$ cat config.mk
export PLATFORM = sky130hd
export DESIGN_NAME = multicycle_ctrl
export DESIGN_NICKNAME = d
export VERILOG_FILES = /design/src/rtl/mc_pkg.sv /design/src/rtl/mc_decode.sv /design/src/rtl/multicycle_ctrl.sv
export SDC_FILE = /design/constraint.sdc
export NUM_CORES = 1
export LEC_CHECK = 0
export CORE_AREA = 2 2 118 63
export CTS_BUF_LIST = sky130_fd_sc_hd__clkbuf_2 sky130_fd_sc_hd__clkbuf_4 sky130_fd_sc_hd__clkbuf_8
export CTS_CLUSTER_SIZE = 10
export DETAILED_ROUTE_END_ITERATION = 7
export DIE_AREA = 0 0 120 65
export GPL_ROUTABILITY_DRIVEN = 1
export MAX_ROUTING_LAYER = met4
export PLACE_DENSITY = 0.83
export SLEW_MARGIN = 20
export SYNTH_ARGS = -nofsm -noshare
export SYNTH_HDL_FRONTEND = slang
export SYNTH_HIERARCHICAL = 1
export SYNTH_SLANG_ARGS = --single-unit
export TNS_END_PERCENT = 1
$ cat constraint.sdc
create_clock -name clk -period 3.67 [get_ports clk]
set_input_delay 0.367 -clock clk [delete_from_list [all_inputs] [get_ports clk]]
set_output_delay 0.367 -clock clk [all_outputs]
set_load 0.005 [all_outputs]
$ cat src/rtl/mc_pkg.sv
// rtl/mc_pkg.sv - shared types and encodings for the multi-cycle control unit
package mc_pkg;

    typedef enum logic [2:0] {
        FETCH,
        DECODE,
        EXEC,
        MEM,
        WB,
        PAUSE,
        HALT
    } state_t;

    typedef enum logic [3:0] {
        CLS_REG,
        CLS_IMM,
        CLS_LOAD,
        CLS_STORE,
        CLS_BRANCH,
        CLS_LUI,
        CLS_AUIPC,
        CLS_JAL,
        CLS_JALR,
        CLS_SYSTEM,
        CLS_ILLEGAL
    } iclass_t;

    localparam logic [6:0] OP_LUI    = 7'b0110111;
    localparam logic [6:0] OP_AUIPC  = 7'b0010111;
    localparam logic [6:0] OP_JAL    = 7'b1101111;
    localparam logic [6:0] OP_JALR   = 7'b1100111;
    localparam logic [6:0] OP_BRANCH = 7'b1100011;
    localparam logic [6:0] OP_LOAD   = 7'b0000011;
    localparam logic [6:0] OP_STORE  = 7'b0100011;
    localparam logic [6:0] OP_IMM    = 7'b0010011;
    localparam logic [6:0] OP_REG    = 7'b0110011;
    localparam logic [6:0] OP_SYSTEM = 7'b1110011;

    localparam logic [1:0] HC_NONE    = 2'd0;
    localparam logic [1:0] HC_SYSTEM  = 2'd1;
    localparam logic [1:0] HC_ILLEGAL = 2'd2;
    localparam logic [1:0] HC_BUS     = 2'd3;

    localparam logic [1:0] WB_ALU = 2'd0;
    localparam logic [1:0] WB_MEM = 2'd1;
    localparam logic [1:0] WB_PC4 = 2'd2;

    // ALU opcodes are {funct7[5], funct3} for register ops; BSEL passes operand B through
    localparam logic [3:0] ALU_ADD  = 4'd0;
    localparam logic [3:0] ALU_SLL  = 4'd1;
    localparam logic [3:0] ALU_SLT  = 4'd2;
    localparam logic [3:0] ALU_SLTU = 4'd3;
    localparam logic [3:0] ALU_XOR  = 4'd4;
    localparam logic [3:0] ALU_SRL  = 4'd5;
    localparam logic [3:0] ALU_OR   = 4'd6;
    localparam logic [3:0] ALU_AND  = 4'd7;
    localparam logic [3:0] ALU_SUB  = 4'd8;
    localparam logic [3:0] ALU_SRA  = 4'd13;
    localparam logic [3:0] ALU_BSEL = 4'd15;

    function automatic logic branch_taken(input logic [2:0] funct3,
                                          input logic breq,
                                          input logic brlt);
        logic cond;
        cond = funct3[2] ? brlt : breq;
        return funct3[0] ? ~cond : cond;
    endfunction

endpackage

$ cat src/rtl/mc_decode.sv
// rtl/mc_decode.sv - combinational instruction classifier and datapath select decode
module mc_decode
    import mc_pkg::*;
(
    input  logic [31:0] inst,
    output iclass_t     iclass,
    output logic [3:0]  alu_sel,
    output logic        asel,
    output logic        bsel,
    output logic [1:0]  wb_sel,
    output logic [2:0]  dmem_size,
    output logic        br_unsigned,
    output logic        legal
);

    logic [6:0] opcode;
    logic [2:0] funct3;
    logic       f7b;
    logic       unused_inst_bits;

    assign opcode    = inst[6:0];
    assign funct3    = inst[14:12];
    assign f7b       = inst[30];
    assign dmem_size = funct3;
    assign legal     = (iclass != CLS_ILLEGAL);
    assign unused_inst_bits = ^{inst[31], inst[29:15], inst[11:7]};

    always_comb begin
        iclass      = CLS_ILLEGAL;
        alu_sel     = ALU_ADD;
        asel        = 1'b0;
        bsel        = 1'b1;
        wb_sel      = WB_ALU;
        br_unsigned = 1'b0;
        case (opcode)
            OP_REG: begin
                iclass  = CLS_REG;
                bsel    = 1'b0;
                alu_sel = {f7b, funct3};
            end
            OP_IMM: begin
                iclass  = CLS_IMM;
                // funct7[5] only selects SRAI; for other I-ops those bits are immediate
                alu_sel = {(funct3 == 3'b101) & f7b, funct3};
            end
            OP_LOAD: begin
                iclass = CLS_LOAD;
                wb_sel = WB_MEM;
            end
            OP_STORE: iclass = CLS_STORE;
            OP_BRANCH: begin
                if (funct3[2:1] != 2'b01) begin
                    iclass = CLS_BRANCH;
                end
                asel        = 1'b1;
                br_unsigned = funct3[1];
            end
            OP_LUI: begin
                iclass  = CLS_LUI;
                alu_sel = ALU_BSEL;
            end
            OP_AUIPC: begin
                iclass = CLS_AUIPC;
                asel   = 1'b1;
            end
            OP_JAL: begin
                iclass = CLS_JAL;
                asel   = 1'b1;
                wb_sel = WB_PC4;
            end
            OP_JALR: begin
                iclass = CLS_JALR;
                wb_sel = WB_PC4;
            end
            OP_SYSTEM: iclass = CLS_SYSTEM;
            default: iclass = CLS_ILLEGAL;
        endcase
    end

endmodule

$ cat src/rtl/multicycle_ctrl.sv
// rtl/multicycle_ctrl.sv - FETCH/DECODE/EXEC/MEM/WB sequencer with bus timeout, single-step and halt
module multicycle_ctrl
    import mc_pkg::*;
#(
    parameter int CNT_W        = 32,
    parameter int TIMEOUT      = 15,
    parameter bit STEP_DEFAULT = 1'b0
) (
    input  logic             clk,
    input  logic             reset,
    input  logic [31:0]      inst,
    input  logic             breq,
    input  logic             brlt,
    input  logic             imem_ack,
    input  logic             dmem_ack,
    input  logic             step_en,
    input  logic             step,
    output logic             imem_req,
    output logic             ir_we,
    output logic             pc_we,
    output logic             pc_sel,
    output logic             reg_we,
    output logic [1:0]       wb_sel,
    output logic             asel,
    output logic             bsel,
    output logic [3:0]       alu_sel,
    output logic             br_unsigned,
    output logic             dmem_req,
    output logic             dmem_we,
    output logic [2:0]       dmem_size,
    output logic             halted,
    output logic [1:0]       halt_cause,
    output logic [CNT_W-1:0] instr_count
);

    localparam logic [7:0] WAIT_LIMIT = 8'(TIMEOUT - 1);

    state_t           state_q, state_d;
    logic [1:0]       cause_q, cause_d;
    logic [CNT_W-1:0] count_q;
    logic [7:0]       wait_q;
    logic             step_mode_q;
    logic             pause_q;
    logic             retire;
    logic             waiting;

    iclass_t    dec_class;
    logic [3:0] dec_alu_sel;
    logic       dec_asel, dec_bsel, dec_br_unsigned, dec_legal;
    logic [1:0] dec_wb_sel;
    logic [2:0] dec_size;

    mc_decode u_decode (
        .inst        (inst),
        .iclass      (dec_class),
        .alu_sel     (dec_alu_sel),
        .asel        (dec_asel),
        .bsel        (dec_bsel),
        .wb_sel      (dec_wb_sel),
        .dmem_size   (dec_size),
        .br_unsigned (dec_br_unsigned),
        .legal       (dec_legal)
    );

    assign waiting = ((state_q == FETCH) && !imem_ack) || ((state_q == MEM) && !dmem_ack);

    always_ff @(posedge clk) begin
        if (reset) begin
            state_q     <= FETCH;
            cause_q     <= HC_NONE;
            count_q     <= '0;
            wait_q      <= '0;
            step_mode_q <= STEP_DEFAULT;
            pause_q     <= 1'b0;
        end else begin
            state_q     <= state_d;
            cause_q     <= cause_d;
            wait_q      <= waiting ? wait_q + 8'd1 : 8'd0;
            step_mode_q <= step_en;
            // high from the second PAUSE cycle on, so a step on the entry cycle is ignored
            pause_q     <= (state_q == PAUSE);
            if (retire) begin
                count_q <= count_q + 1'b1;
            end
        end
    end

    always_comb begin
        state_d     = state_q;
        cause_d     = cause_q;
        retire      = 1'b0;
        imem_req    = 1'b0;
        ir_we       = 1'b0;
        pc_we       = 1'b0;
        pc_sel      = 1'b0;
        reg_we      = 1'b0;
        wb_sel      = WB_ALU;
        asel        = 1'b0;
        bsel        = 1'b0;
        alu_sel     = ALU_ADD;
        br_unsigned = 1'b0;
        dmem_req    = 1'b0;
        dmem_we     = 1'b0;
        dmem_size   = 3'd0;

        if (state_q == EXEC || state_q == MEM || state_q == WB) begin
            asel        = dec_asel;
            bsel        = dec_bsel;
            alu_sel     = dec_alu_sel;
            br_unsigned = dec_br_unsigned;
        end

        case (state_q)
            FETCH: begin
                imem_req = 1'b1;
                if (imem_ack) begin
                    ir_we   = 1'b1;
                    state_d = DECODE;
                end else if (wait_q == WAIT_LIMIT) begin
                    state_d = HALT;
                    cause_d = HC_BUS;
                end
            end
            DECODE: state_d = EXEC;
            EXEC: begin
                if (!dec_legal) begin
                    state_d = HALT;
                    cause_d = HC_ILLEGAL;
                end else begin
                    case (dec_class)
                        CLS_SYSTEM: begin
                            state_d = HALT;
                            cause_d = HC_SYSTEM;
                        end
                        CLS_BRANCH: begin
                            pc_we  = 1'b1;
                            pc_sel = branch_taken(inst[14:12], breq, brlt);
                            retire = 1'b1;
                        end
                        CLS_LOAD, CLS_STORE: state_d = MEM;
                        default: state_d = WB;
                    endcase
                end
            end
            MEM: begin
                dmem_req  = 1'b1;
                dmem_we   = (dec_class == CLS_STORE);
                dmem_size = dec_size;
                if (dmem_ack) begin
                    if (dec_class == CLS_STORE) begin
                        pc_we  = 1'b1;
                        retire = 1'b1;
                    end else begin
                        state_d = WB;
                    end
                end else if (wait_q == WAIT_LIMIT) begin
                    state_d = HALT;
                    cause_d = HC_BUS;
                end
            end
            WB: begin
                reg_we = 1'b1;
                pc_we  = 1'b1;
                pc_sel = (dec_class == CLS_JAL) || (dec_class == CLS_JALR);
                wb_sel = dec_wb_sel;
                retire = 1'b1;
            end
            PAUSE: begin
                if (!step_mode_q || (step && pause_q)) begin
                    state_d = FETCH;
                end
            end
            default: state_d = HALT;
        endcase

        if (retire) begin
            state_d = step_mode_q ? PAUSE : FETCH;
        end

        // a reset cycle aborts any in-flight access without issuing enables
        if (reset) begin
            imem_req    = 1'b0;
            ir_we       = 1'b0;
            pc_we       = 1'b0;
            pc_sel      = 1'b0;
            reg_we      = 1'b0;
            wb_sel      = WB_ALU;
            asel        = 1'b0;
            bsel        = 1'b0;
            alu_sel     = ALU_ADD;
            br_unsigned = 1'b0;
            dmem_req    = 1'b0;
            dmem_we     = 1'b0;
            dmem_size   = 3'd0;
        end
    end

    assign halted      = (state_q == HALT) && !reset;
    assign halt_cause  = reset ? HC_NONE : cause_q;
    assign instr_count = reset ? '0 : count_q;

endmodule
==> qor.log, run 1 <==
qor: clock_network.tritoncts built
qor: timing.grt_setup_unrepaired no
qor: global_route.use_met1 0.380
qor: logic_synthesis.postSynth.asyncResetShare 0
qor: floorplan.dieHeight 65 µm
qor: power_and_ir_drop.power_per_cell_area 305 nW/µm²
qor: logic_synthesis.synth_seq_cells 47
qor: setup_path.timing.critical_path.from_type primary input
qor: logic_synthesis.synth_area_leader_cell sky130_fd_sc_hd__dfxtp_1
qor: route.drt_iter0_drc 357
qor: clock_network.clock_sink_count 47
qor: power_and_ir_drop.p_int 0.864 mW
qor: clock_network.cts.htree.levels 2
qor: timing.max_freq 280 MHz
qor: global_route.globalRoute.totalOverflow 0
qor: route.route.vias.total 3427
qor: placed_design.detailedPlacementHpwl 7040 µm
qor: global_route.grt_start_max_net_pins 46
qor: placed_design.gpl.final_weighted_congestion 0.896
qor: timing.finalHoldViolations 0
qor: layout.mostFrequentLayoutCells sky130_fd_sc_hd__clkdlybuf4s50_1, sky130_fd_sc_hd__dfxtp_1, sky130_fd_sc_hd__nor2_1, sky130_fd_sc_hd__nor2b_1, sky130_fd_sc_hd__nand2_1
qor: power_and_ir_drop.seqPwrFrac 0.453
qor: clock_network.clock_tree.buffer_depth 2
qor: layout.post_route_cells_drive_above_1_share 0.0990
qor: route.wl_per_cell 16.6 µm
qor: logic_synthesis.commonest_register_cell_after_synthesis sky130_fd_sc_hd__dfxtp_1
qor: placed_design.numPortBuffers 72
qor: global_route.grt_util_met3 0.0343
qor: hold_path.timing.hold.worst.class reg -> reg
qor: floorplan.placeable_core_region 6910 µm²
qor: logic_synthesis.synth-warning-count 6
qor: setup_path.critPathMaxFanout 7
qor: layout.syn2layout_area_growth 30.5%
qor: timing.finalCritPeriodShare 0.972
qor: status.outcome finished, final reports clean
qor: route.drc 0
qor: route.ant_nets 0
qor: floorplan.placement_rows 22
qor: clock_network.clockRootBuffer sky130_fd_sc_hd__clkbuf_8
qor: route.drt_wl_total 9620 µm
qor: power_and_ir_drop.netSwitchingPower 0.409 mW
qor: setup_path.startpoint inst[3]
qor: logic_synthesis.synth-seq-area-share 0.295
qor: timing.worst-slew-pin-transition 0.680 ns
qor: power_and_ir_drop.clock_power_share 0.281
qor: logic_synthesis.post_synth_main_area_contributors sky130_fd_sc_hd__dfxtp_1, sky130_fd_sc_hd__nor2b_1, sky130_fd_sc_hd__a21oi_1, sky130_fd_sc_hd__nor2_1, sky130_fd_sc_hd__nand2_1
qor: logic_synthesis.mappedNetlistNets 459
qor: floorplan.fp.dieW 120 µm
qor: timing.period_minus_slack 3.57 ns
qor: setup_path.critical_path_class in -> out
qor: logic_synthesis.mappedNetlistArea 3190 µm²
qor: hold_path.timing.hold.worst.start count_q[31]$_SDFFE_PP0P_
qor: timing.fin_ws 0.103 ns
qor: route.route.detailed.vias_per_inst 5.90
qor: timing.slew_viol_final 0
qor: timing.setup_viol 0
qor: layout.most_common_library_cell_in_the_layout_ignoring_fill_and_taps sky130_fd_sc_hd__clkdlybuf4s50_1
qor: floorplan.die_area 7800 µm²
qor: setup_path.required_time_of_the_worst_setup_path 3.30 ns
qor: placed_design.pre_cts_ws 0.0214 ns
qor: global_route.antenna_found_initial 0
qor: power_and_ir_drop.leakagePower 1.45 nW
qor: layout.diodes 0
qor: clock_network.cts_made_buffers 5
qor: logic_synthesis.synth_edf_count 0
qor: route.firstDrtPassIters 5
qor: global_route.global_route.usage.met2 0.371
qor: timing.worst_slew_margin_rel 0.544
qor: clock_network.hold_fix_buffers_at_cts 0
qor: power_and_ir_drop.power.combinational.fraction 0.266
qor: logic_synthesis.synth_top_area_frac 0.295
qor: global_route.grt.total_usage 0.254
qor: timing.final.setup.tns 0 ns
qor: floorplan.initial_core_utilization 0.462
qor: global_route.global_route.peak_usage_layer met1
qor: layout.final_nets 527
qor: floorplan.floorplan.io_pins 94
qor: logic_synthesis.post_synth_inst_count 416
qor: setup_path.timing.critical_path.arrival 3.20 ns
qor: logic_synthesis.synth_area_per_cell 7.68 µm²
qor: global_route.grt_pass1_wl 15600 µm
qor: setup_path.timing.rr.start state_q[1]$_SDFFE_PP0P_
qor: setup_path.timing.critical_path.to_type primary output
qor: clock_network.path_clk_slew 0.10 ns
qor: global_route.grt_pass1_vias 3129
qor: power_and_ir_drop.irDropWorstVdd 222 µV
qor: clock_network.source_to_sink_clock_delay_at_the_later_pin_of_the_worst_skew_pair 0.31 ns
qor: timing.fin_worst_skew 0.0112 ns
qor: power_and_ir_drop.power.share.switching 0.321
qor: flow_run.maxCapViolations 0
qor: logic_synthesis.post_synth_num_cell_types 66
through the flow:
stage               hold WS, ns  cell area [µm²]   util  power, mW  std cells
floorplan                 0.433             3190      -      0.785        416
global placement          0.456             4020  0.581      0.900        573
detailed placement        0.474             4020  0.581      0.916        573
CTS                       0.488             4120  0.597       1.26        581
global route              0.516             4170  0.603       1.33        581
finish                    0.481             4170  0.603       1.27        581
critical path: stages:
cell,delay (ns)
sky130_fd_sc_hd__clkdlybuf4s50_1,0.58
sky130_fd_sc_hd__buf_4,0.20
sky130_fd_sc_hd__nor4_1,0.06
sky130_fd_sc_hd__o21ai_1,0.26
sky130_fd_sc_hd__a21oi_2,0.13
sky130_fd_sc_hd__buf_4,0.17
sky130_fd_sc_hd__nor4b_2,0.30
sky130_fd_sc_hd__nand4_1,0.23
sky130_fd_sc_hd__nand2_1,0.17
sky130_fd_sc_hd__and2_1,0.21
sky130_fd_sc_hd__clkdlybuf4s50_1,0.53
routing by layer:
layer	part of all wire	vias to the layer above
li1	-	1640
met1	0.49	1626
met2	0.43	151
met3	0.070	10
met4	0.0065	0
met5	0	-
sequential cells by signal, indices dropped and copies added (netlist names):
signal	count
cause_q	2
count_q	32
pause_q	1
state_q	3
step_mode_q	1
wait_q	8
final timing paths:
path                                    to  slack, ns  cells past startpoint
setup / recovery                     pc_we       0.10                     11
hold / removal    count_q[31]$_SDFFE_PP0P_       0.48                      2
setup reg to reg  count_q[30]$_SDFFE_PP0P_       1.02                      5
hold reg to reg   count_q[31]$_SDFFE_PP0P_       0.48                      2
cell usage after synthesis, drive strengths merged, types with 4 or more instances:
cell type  count
clkbuf        15
nor3           8
nor3b          4
and3           4
or3            7
nand2         32
nor2          39
a21o           4
buf           14
nand4         10
nand3         15
mux2           4
and2          18
xnor2          7
or4           15
a21oi         30
xor2           6
o31ai         10
inv            9
o21ai         22
dfxtp         47
nand2b         5
nor2b         33
a211oi         4
repair_timing:
item,in CTS,in global routing
gates resized for setup,1,11
pin swaps,0,1
setup buffers,0,0
endpoints found under the setup margin,1,2
kinds of logic after synthesis:
| family | share of synthesized area |
|---|---|
| and+or+nand+nor | 0.387 |
| adders and majority gates | 0.0118 |
| muxes | 0.0235 |
| DFF | 0.295 |
| AOI/OAI and AO/OA | 0.191 |
| buffers and inverters | 0.0568 |
| xor gates and xnor gates | 0.0357 |
cell type report:
cell class / count / area [µm²]
fillers: 606 / 2740
repair buffers: 90 / 861
clock inverters: 1 / 7.51
well taps: 96 / 120
multi-input cells: 331 / 2110
clock buffers: 7 / 96.3
flip-flops and latches: 47 / 941
inverters: 9 / 33.8
power by group through the flow:
| stage | clock, mW | combinational [mW] | sequential, mW |
|---|---|---|---|
| 6_report | 0.358 | 0.339 | 0.577 |
| 5_1_grt | 0.379 | 0.369 | 0.583 |
| 4_1_cts | 0.354 | 0.332 | 0.575 |
| 3_5_place_dp | 0 | 0.330 | 0.586 |
| 3_3_place_gp | 0 | 0.316 | 0.584 |
| 2_1_floorplan | 0 | 0.232 | 0.553 |
No activity file was read; power rests on OpenSTA's default activity.
==> run 2: changes to the inputs <==
- CAP_MARGIN: not set -> 20
==> results of run 2 <==
No change in the layout: final DEF, timing and power equal those of run 1.
==> run 3: changes to the inputs <==
- PLACE_DENSITY: 0.83 -> 0.87
==> run 3 against run 2 <==
  * Largest cell class unchanged
  * Global-route usage down 2.1 points
  * Combinational power decreased by 1%
  * Total power rose by 2.8%
  * Sequential share of layout area is 0.082 points higher
  * Flip-flop and latch count unchanged
  * Final cell count fell by 1.0%
  * Non-clock buffer count shrank 6
  * Wire length fell by 7.7%
  * Register-to-register slack worse by 0.13 ns
  * Count of clock-buffer cells in the layout decreased by 1
  * Die area did not move
==> qor.log, run 3 (same netlist as run 1, synthesis figures left out) <==
qor: status.outcome finished, final reports clean
qor: placed_design.placement.cell_area 3990 µm²
qor: floorplan.placement_rows 22
qor: timing.slew_viol_final 0
qor: setup_path.timing.critical_path.arrival 3.16 ns
qor: timing.final.setup.tns 0 ns
qor: route.drt_iter0_drc 333
qor: floorplan.fp.dieW 120 µm
qor: setup_path.critical_path_class in -> out
qor: layout.largest_register_ff_count 32
qor: route.route.layer.met1.wl 4330 µm
qor: clock_network.clock_tree.buffer_depth 2
qor: clock_network.cts.htree.levels 2
qor: power_and_ir_drop.leakagePower 1.42 nW
qor: placed_design.gpl.final_weighted_congestion 0.942
qor: timing.worst-slew-pin-transition 0.622 ns
qor: power_and_ir_drop.report.power.total 1.31 mW
qor: global_route.grt_start_max_net_pins 64
qor: route.routed-wl-met2 3870 µm
qor: floorplan.initial_core_utilization 0.462
qor: power_and_ir_drop.power_per_cell_area 315 nW/µm²
qor: clock_network.source_to_sink_clock_delay_at_the_later_pin_of_the_worst_skew_pair 0.31 ns
qor: timing.period_minus_slack 3.53 ns
qor: placed_design.numPortBuffers 72
qor: setup_path.timing.critical_path.from_type primary input
qor: layout.most_common_library_cell_in_the_layout_ignoring_fill_and_taps sky130_fd_sc_hd__clkdlybuf4s50_1
qor: layout.mostFrequentLayoutCells sky130_fd_sc_hd__clkdlybuf4s50_1, sky130_fd_sc_hd__dfxtp_1, sky130_fd_sc_hd__nor2_1, sky130_fd_sc_hd__nor2b_1, sky130_fd_sc_hd__nand2_1
qor: layout.multi_input_comb_area 2100 µm²
qor: layout.final_nets 521
qor: layout.top_registers count_q (32), wait_q (8), state_q (3)
qor: layout.sequential_cell_area 941 µm²
qor: layout.regMostFlops count_q
qor: timing.fin_worst_skew 0.00430 ns
qor: global_route.antenna_found_initial 0
qor: clock_network.clock_sink_count 47
qor: timing.setup_viol 0
qor: clock_network.path_clk_slew 0.08 ns
qor: route.route.detailed.vias_per_inst 5.75
qor: clock_network.clockRootBuffer sky130_fd_sc_hd__clkbuf_8
qor: layout.layoutNonFillerInstCount 575
qor: clock_network.hold_fix_buffers_at_cts 0
qor: floorplan.dieHeight 65 µm
qor: setup_path.required_time_of_the_worst_setup_path 3.30 ns
qor: timing.max_freq 283 MHz
qor: setup_path.critPathMaxFanout 9
qor: timing.finalHoldViolations 0
qor: route.wl_per_cell 15.4 µm
qor: hold_path.timing.hold.worst.class in -> reg
qor: timing.finalCritPeriodShare 0.962
qor: setup_path.critPathTopFamily buffers and inverters
qor: route.drt_wl_total 8880 µm
qor: global_route.globalRoute.totalOverflow 0
qor: route.highest_layer met4
qor: layout.syn2layout_area_growth 30.1%
qor: layout.fillerInstances 594
qor: route.route.vias.total 3304
qor: route.ant_nets 0
qor: floorplan.die_area 7800 µm²
qor: route.drc 0
qor: clock_network.tritoncts built
qor: setup_path.critical_path_cell_sequence clkdlybuf4s50_1, buf_4, nor2_1, o21ai_0, o211ai_1, nand2_2, nand4bb_4, o41a_1, nand2_1, and2_1, clkdlybuf4s50_1
qor: setup_path.crit_buf_inv 3
qor: clock_network.cts_made_buffers 5
qor: placed_design.placed_cells_incl_taps 566
qor: global_route.grt_pass1_wl 14300 µm
qor: layout.postLayoutCellArea 4150 µm²
qor: placed_design.detailedPlacementHpwl 6490 µm
qor: setup_path.slowest_cell_delay_on_critical_path 0.56 ns
qor: timing.worst_slew_margin_rel 0.585
qor: route.route.met3.wl 609 µm
qor: layout.post_route_cells_drive_above_1_share 0.0856
qor: setup_path.cp_slowest_cell sky130_fd_sc_hd__clkdlybuf4s50_1
qor: floorplan.placeable_core_region 6910 µm²
qor: layout.diodes 0
qor: global_route.grt.total_usage 0.232
qor: route.firstDrtPassIters 5
qor: floorplan.floorplan.io_pins 94
qor: setup_path.timing.critical_path.to_type primary output
qor: power_and_ir_drop.irDropWorstVdd 143 µV
qor: flow_run.maxCapViolations 0
qor: setup_path.crit_top_cell sky130_fd_sc_hd__clkdlybuf4s50_1
qor: global_route.grt_pass1_vias 2897
-- run 3: changes by cell type in the layout (fill, tap and decap cells not counted), moves of 2 or more --
cell | previous run | this run
sky130_fd_sc_hd__clkdlybuf4s50_1 | 67 | 69
sky130_fd_sc_hd__buf_4 | 18 | 10
sky130_fd_sc_hd__buf_12 | 0 | 2
sky130_fd_sc_hd__dlymetal6s2s_1 | 4 | 2
-- run 3: final cells by class --
class / instances / share of cell area
clock inverter: 2 / 0.00844
clock buffer: 6 / 0.0199
inverter: 9 / 0.00813
timing repair buffer: 84 / 0.201
sequential: 47 / 0.227
tap: 96 / 0.0289
multi-input combinational: 331 / 0.507
-- run 3: routing by layer --
metal  track usage  vias up
met3        0.0537       14
met4        0.0338        0
met5             -        -
met2         0.336      117
li1              -     1628
met1         0.335     1545
-- run 3: through the flow --
step	setup WS, ns	hold slack [ns]	util
floorplan	0.735	0.433	-
global placement	0.0939	0.452	0.577
detailed placement	-0.0371	0.459	0.577
CTS	0.00956	0.441	0.594
global route	-0.00128	0.474	0.601
finish	0.140	0.449	0.601
-- run 3: worst paths after layout --
check | cells after the start | end | slack, ns | start
setup / recovery | 11 | pc_we | 0.14 | inst[2]
hold / removal | 2 | step_mode_q$_SDFF_PP0_ | 0.45 | reset
setup reg to reg | 5 | count_q[28]$_SDFFE_PP0P_ | 0.89 | state_q[1]$_SDFFE_PP0P_
hold reg to reg | 1 | cause_q[1]$_SDFFE_PP0P_ | 0.48 | cause_q[1]$_SDFFE_PP0P_
-- run 3: worst reg2reg max path, stage by stage (launching register included) --
cell and delay (ns):
sky130_fd_sc_hd__dfxtp_1 0.73, sky130_fd_sc_hd__nand2_1 0.33, sky130_fd_sc_hd__o41a_1 0.49, sky130_fd_sc_hd__a21o_1 0.41
sky130_fd_sc_hd__or4_1 0.59, sky130_fd_sc_hd__a21oi_1 0.17
-- run 3: what timing repair did --
item                                    in CTS  in global routing
endpoints found under the setup margin       0                  4
gates resized for setup                      0                  8
setup buffers                                0                  1
-- run 3: where the power goes --
group	internal [mW]	switching (mW)
clock	0.221	0.178
combinational	0.157	0.178
sequential	0.532	0.0435
